[src/rtl/anubis_round_controller.sv]
// Anubis round sequencer: LOAD, NUM_ROUNDS rounds, then a DONE pulse.
// Optional masked mode (ANUBIS_MASKED_EN) runs each round once per share.
module anubis_round_controller #(
    parameter int NUM_ROUNDS       = 12,
    parameter int CYCLES_PER_ROUND = 2,
    parameter int NUM_SHARES       = 2
) (
    input  logic                  clk,
    input  logic                  rst_n,
    input  logic                  start,
    input  logic                  abort,
    input  logic [127:0]          rc_data,
    output logic [3:0]            round_counter,
    output logic [127:0]          rc_q,
    output logic                  load_en,
    output logic                  round_en,
    output logic                  final_round,
    output logic                  busy,
    output logic                  done
`ifdef ANUBIS_MASKED_EN
    ,
    output logic [$clog2(NUM_SHARES)-1:0] share_idx
`endif
);

    localparam logic [1:0] S_IDLE  = 2'd0;
    localparam logic [1:0] S_LOAD  = 2'd1;
    localparam logic [1:0] S_ROUND = 2'd2;
    localparam logic [1:0] S_DONE  = 2'd3;

    localparam int PW = $clog2(CYCLES_PER_ROUND);
    localparam logic [PW-1:0] LAST_PH  = PW'(CYCLES_PER_ROUND - 1);
    localparam logic [3:0]    LAST_RND = 4'(NUM_ROUNDS);

`ifdef ANUBIS_MASKED_EN
    localparam int MIN_SHARES = 2;
`else
    localparam int MIN_SHARES = 1;
`endif

    generate
        if (NUM_ROUNDS < 1 || NUM_ROUNDS > 14 ||
            CYCLES_PER_ROUND < 2 || NUM_SHARES < MIN_SHARES) begin : g_param_err
            $error("anubis_round_controller: illegal parameters");
        end
    endgenerate

    logic [1:0]    state;
    logic [1:0]    state_n;
    logic [PW-1:0] phase;
    logic [PW-1:0] phase_n;
    logic [3:0]    cnt_n;
    logic          last_share;
    logic          first_share;

`ifdef ANUBIS_MASKED_EN
    localparam int SW = $clog2(NUM_SHARES);
    localparam logic [SW-1:0] LAST_SH = SW'(NUM_SHARES - 1);
    logic [SW-1:0] share_n;
    assign last_share  = (share_idx == LAST_SH);
    assign first_share = (share_idx == '0);
`else
    assign last_share  = 1'b1;
    assign first_share = 1'b1;
`endif

    // Next-state, round counter, phase and share sequencing
    always_comb begin
        state_n = state;
        cnt_n   = round_counter;
        phase_n = phase;
`ifdef ANUBIS_MASKED_EN
        share_n = share_idx;
`endif
        case (state)
            S_IDLE: begin
                cnt_n = 4'd0;
                if (start && !abort) begin
                    state_n = S_LOAD;
                end
            end
            S_LOAD: begin
                state_n = S_ROUND;
                cnt_n   = 4'd1;
                phase_n = '0;
`ifdef ANUBIS_MASKED_EN
                share_n = '0;
`endif
            end
            S_ROUND: begin
                if (phase == LAST_PH) begin
                    phase_n = '0;
                    if (last_share) begin
`ifdef ANUBIS_MASKED_EN
                        share_n = '0;
`endif
                        if (round_counter == LAST_RND) begin
                            state_n = S_DONE;
                            cnt_n   = 4'd0;
                        end else begin
                            cnt_n = round_counter + 4'd1;
                        end
                    end else begin
`ifdef ANUBIS_MASKED_EN
                        share_n = share_idx + 1'b1;
`endif
                    end
                end else begin
                    phase_n = phase + 1'b1;
                end
            end
            S_DONE: begin
                state_n = S_IDLE;
                cnt_n   = 4'd0;
            end
            default: begin
                state_n = S_IDLE;
                cnt_n   = 4'd0;
            end
        endcase
        // Cancel wins over everything outside IDLE; rc_q is left untouched
        if (abort && state != S_IDLE) begin
            state_n = S_IDLE;
            cnt_n   = 4'd0;
            phase_n = '0;
`ifdef ANUBIS_MASKED_EN
            share_n = '0;
`endif
        end
    end

    // Register state and derive every output from the next-state values
    always_ff @(posedge clk or negedge rst_n) begin
        if (!rst_n) begin
            state         <= S_IDLE;
            phase         <= '0;
            round_counter <= 4'd0;
            rc_q          <= '0;
            load_en       <= 1'b0;
            round_en      <= 1'b0;
            final_round   <= 1'b0;
            busy          <= 1'b0;
            done          <= 1'b0;
`ifdef ANUBIS_MASKED_EN
            share_idx     <= '0;
`endif
        end else begin
            state         <= state_n;
            phase         <= phase_n;
            round_counter <= cnt_n;
            load_en       <= (state_n == S_LOAD);
            busy          <= (state_n == S_LOAD) || (state_n == S_ROUND);
            done          <= (state_n == S_DONE);
            round_en      <= (state_n == S_ROUND) && (phase_n == LAST_PH);
            final_round   <= (state_n == S_ROUND) && (cnt_n == LAST_RND);
`ifdef ANUBIS_MASKED_EN
            share_idx     <= share_n;
`endif
            // Counter has been stable for a full cycle by phase 0
            if (state == S_ROUND && phase == '0 && first_share && !abort) begin
                rc_q <= rc_data;
            end
        end
    end

endmodule

[config.mk]
export PLATFORM = sky130hd
export DESIGN_NAME = anubis_round_controller
export DESIGN_NICKNAME = d
export VERILOG_FILES = /design/src/rtl/anubis_round_controller.sv
export SDC_FILE = /design/constraint.sdc
export NUM_CORES = 1
export LEC_CHECK = 0
export BUFFER_PORTS_ARGS = -buffer_cell sky130_fd_sc_hd__buf_2
export CAP_MARGIN = 20
export CORE_UTILIZATION = 40
export CTS_BUF_LIST = sky130_fd_sc_hd__clkbuf_8 sky130_fd_sc_hd__clkbuf_16
export DETAILED_ROUTE_END_ITERATION = 10
export PLACE_DENSITY = 0.82
export SLEW_MARGIN = 20
export SYNTH_ARGS = -nofsm -noshare
export SYNTH_HDL_FRONTEND = slang
export SYNTH_SLANG_ARGS = --single-unit
[constraint.sdc]
create_clock -name clk -period 3.15 [get_ports clk]
set_input_delay 0.4725 -clock clk [delete_from_list [all_inputs] [get_ports clk]]
set_output_delay 0.4725 -clock clk [all_outputs]
set_load 0.01 [all_outputs]
# Word level (Yosys, flattened, before mapping)
# Cells that the tools add are included.
[op_classes]
n_addsub = 2
n_eq_ne = 8
muxes = 12
n_bitwise = 1
n_reduce_logical = 11
[op_table]
columns = ["cell", "n"]
rows = [
  ["4-bit 2-to-1 mux", 3],
  ["4-bit case mux with 3 select lines", 1],
  ["2-bit == test, second input constant", 4],
  ["4-bit == test, second input constant", 2],
  ["2-bit 2-to-1 mux", 4],
  ["2-bit case mux with 4 select lines", 1],
  ["1-bit logical AND", 6],
  ["4-bit by 1-bit adder with 4-bit output, second input constant", 1],
  ["2-bit by 1-bit == test with 1-bit output, second input constant", 2],
  ["2-bit zero test", 1],
  ["1-bit 2-to-1 mux", 2],
  ["1-bit case mux with 2 select lines", 1],
  ["2-bit nonzero test", 1],
  ["2-bit OR reduction", 1],
  ["1-bit adder, second input constant", 1],
  ["1-bit zero test", 1],
  ["1-bit logical OR", 1],
  ["1-bit inverter", 1],
]
[word_totals]
reg_bits = 140
inputBits = 132
output_inout_bits = 137
elab_cells = 43

# Longest topological paths before layout
[logic_depth]
ltp_word = 7
depth_mapped = 9

# Worst setup path before layout
# No wires, ideal clock.
[synth_path]
kind = "flip-flop to flip-flop"
from = "register state[0]"
to = "register rc_q[0]"
setup_ns = 0.125
arrival_ns = 1.624
required_time_ns = 3.025
path_slack_ns = 1.402
path_stages_with_launch = 8
synth_period_minus_slack_ns = 1.748
cell_sequence = "dfrtp_1 > inv_1 > ha_1 > inv_2 > nor3_2 > buf_4 > buf_6 > mux2_2"
[synth_via]
elab_chain_len = 3
[synth_rtl]
columns = ["element", "line", "rtl"]
rows = [
  ["start, declared", "48", "logic [1:0] state;"],
  ["start signal, assigned", "148", "state <= state_n;"],
  ["2-bit == test", "160", "if (state == S_ROUND && phase == '0 && first_share && !abort) begin"],
  ["1-bit logical AND (2 in series)", "160", ""],
  ["end signal, assigned", "161", "rc_q <= rc_data;"],
  ["end, declared", "14", "output logic [127:0] rc_q,"],
]
# No other way between the ends.
# A chain may end at the register's enable or synchronous reset.

# Worst setup path after layout
[layout_path]
from = "register state[0]"
to = "register rc_q[15]"
# Same word-level chain as after synthesis.

==> flow_summary.toml <==
[critical_path]
ff2ff_setup_slack_ps = 1100
cp-start-kind = "flop"
reg2reg_depth = 6
rr_endpoint = "rc_q[15]$_DFFE_PN0P_"
worst_ep_arrival_time_ps = 2340
r2r-start = "state[0]$_DFF_PN0_"
cp.required_ps = 3440
cp_max_fo = 66
crit_path_end_kind = "flop"
critPathKind = "flop to flop"

[logic_synthesis]
synth-main-ff-cell = "dfrtp_1"
synth.avg_cell_area_um2 = 16.6
muxShareOfSynthArea_pct = 26.5
synth_compound_area_share_pct = 1.81
ys_ff_latch = 140
synth_edf_count = 0
synth_area_mm2 = 0.00547
synth_xor_area_share_pct = 0.320
synth_top_family_by_area = "multiplexers"
seq_area_frac_synth_pct = 64.0
yosysUniqueCellTypes = 33
synthSimpleGateAreaFrac_pct = 2.24
synth_warnings = 0
synthCells = 330
ys_async_sr_fraction_pct = 100
synth_fp_nets = 470
synth_fa_ha_area_share_pct = 1.83

[sta]
finalHoldViolations = 0
finalWorstSetupSlack_ps = 1100
slew-limit-headroom_pct = 59.5
timing.hold.ws_ps = 64.5
finalSetupTns_ps = 0
fin_worst_skew_ps = 5.59
setup_viol_count_final = 0
period_share_pct = 65.2
slew_violations = 0
tightest_slew_ps = 607
fin_crit_ps = 2050
fmax_ghz = 0.487
rsz0062_at_grt = "false"

[finish]
multi_input_area_mm2 = 0.00180
fin_cells = 795
drive_above_1_share_pct = 70.3
area_delta_synth_final_pct = 37.5
layout.nets = 746
layout_common_cells = "buf_2, dfrtp_1, mux2_2, clkbuf_16"
diodes = 0
mostFrequentLayoutCell = "buf_2"
ff_latch_area_mm2 = 0.00350
fillers = 1097

[place]
post-place-cells = 763
portBuffers = 268
place_hpwl_um = 9010
place_congestion = 0.746
dpl_worst_slack_ps = 1130

[drt]
wl_per_cell_um = 15.4
final_antenna_net_count = 0
wirelength_um = 12300
num_vias = 3748
drt_pass1_iterations = 4
viasPerCell = 4.71
drt-initial-drc-count = 161
drc_errors = 0

[clock_network]
clock-sinks = 140
clockBufferDepth = 2
clock_latency_ps = 410
holdBufCountCts = 0
cts_tree = "done"
h-tree-depth = 4
cts_resized = 0
cts.clk_slew.worst_paths_ps = 60
numCtsBuffers = 17
cts_setup_buffers = 0
cts-root-buf = "clkbuf_16"

[global_routing]
grt_pass1_wl_um = 19500
grt_max_degree = 69
antenna_found_initial = 0
grt_usage_pct = 17.8
gr-total-overflow = 0
grt_pass1_vias = 3969

[die]
die-area_mm2 = 0.0142
fp.dieH_um = 119
rows = 42
core_area_mm2 = 0.0133
ios = 269
fp.dieW_um = 119
start_util_pct = 41.2

[pwr]
power_density_mw_per_mm2 = 1060
p_leak_nw = 3.70
ir_worst_vdd_mv = 0.610

[worst_hold_path]
hold_class = "input pin to asynchronous set/reset pin"

[flow_run]
max_cap_viol_count = 0

[outcome]
status = "finished clean"
==> critical path, cell delays in order (launching register included) <==
cell	delay, ps
dfrtp_1	430
inv_1	110
ha_1	210
inv_2	110
nor3_4	290
buf_12	340
mux2_2	390
==> where the power goes <==
part,internal [mW],total [mW],switching (mW)
logic,1.58,2.98,1.40
registers,2.69,3.16,0.466
clock network,1.14,1.88,0.736
==> metal layers <==
metal	part of all wire (%)	global-route usage, %	routed length [µm]	vias up
met4	1.5	7.36	179	0
met2	54	32.3	6580	169
met3	6.6	5.46	814	17
met1	38	19.0	4700	1845
met5	0	0	0	-
li1	-	-	-	1717
==> per-stage QoR <==
| stage | utilization (%) | total power [mW] | cell area [µm²] |
|---|---|---|---|
| 2_1_floorplan | - | 4.94 | 5470 |
| 3_3_place_gp | 52.4 | 6.03 | 6960 |
| 3_5_place_dp | 52.4 | 6.20 | 6960 |
| 4_1_cts | 56.6 | 8.12 | 7530 |
| 5_1_grt | 56.6 | 8.49 | 7530 |
| 6_report | 56.6 | 8.01 | 7530 |
==> cells by family after synthesis <==
| logic type | Yosys count |
|---|---|
| adder cells (fa/ha/maj) | 8 |
| XOR/XNOR | 2 |
| buffers and inverters | 22 |
| AO/OA/AOI/OAI | 11 |
| flip-flops | 140 |
| AND/OR/NAND/NOR | 18 |
| multiplexers | 129 |
==> cell type report <==
type	count	area share (%)
sequential	140	46.6
multi-input combinational	168	23.9
timing repair buffer	272	18.8
tap	176	2.93
clock buffer	20	6.20
inverter	7	0.349
clock inverter	12	1.30
==> cells in the mapped netlist, drive strengths merged, types with 2 or more instances <==
| cell | count | area share, % |
|---|---|---|
| buf | 15 | 2.8 |
| dfrtp | 140 | 64 |
| ha | 8 | 1.8 |
| inv | 7 | 0.48 |
| mux2 | 128 | 26 |
| nand2 | 2 | 0.14 |
| nand2b | 2 | 0.23 |
| nand3b | 2 | 0.34 |
| nor2 | 2 | 0.14 |
| nor3 | 2 | 0.27 |
| nor4 | 2 | 0.23 |
| o21ai | 3 | 0.27 |
==> worst max-delay path by stage <==
stage                                   from              endpoint  slack [ps]  cells past startpoint
after floorplan           state[0]$_DFF_PN0_   rc_q[0]$_DFFE_PN0P_        1400                      7
after global placement    state[0]$_DFF_PN0_  rc_q[15]$_DFFE_PN0P_        1230                      6
after detailed placement  state[0]$_DFF_PN0_  rc_q[15]$_DFFE_PN0P_        1130                      6
after CTS                 state[0]$_DFF_PN0_  rc_q[53]$_DFFE_PN0P_        1110                      6
after global routing      state[0]$_DFF_PN0_  rc_q[30]$_DFFE_PN0P_        1010                      6
final                     state[0]$_DFF_PN0_  rc_q[15]$_DFFE_PN0P_        1100                      6
==> registers in the layout, summed over array words and instances, names as in the netlist <==
register       cells
done               1
round_en           1
busy               1
state              2
round_counter      4
final_round        1
rc_q             128
phase              1
load_en            1
No activity file was read; power rests on OpenSTA's default activity.
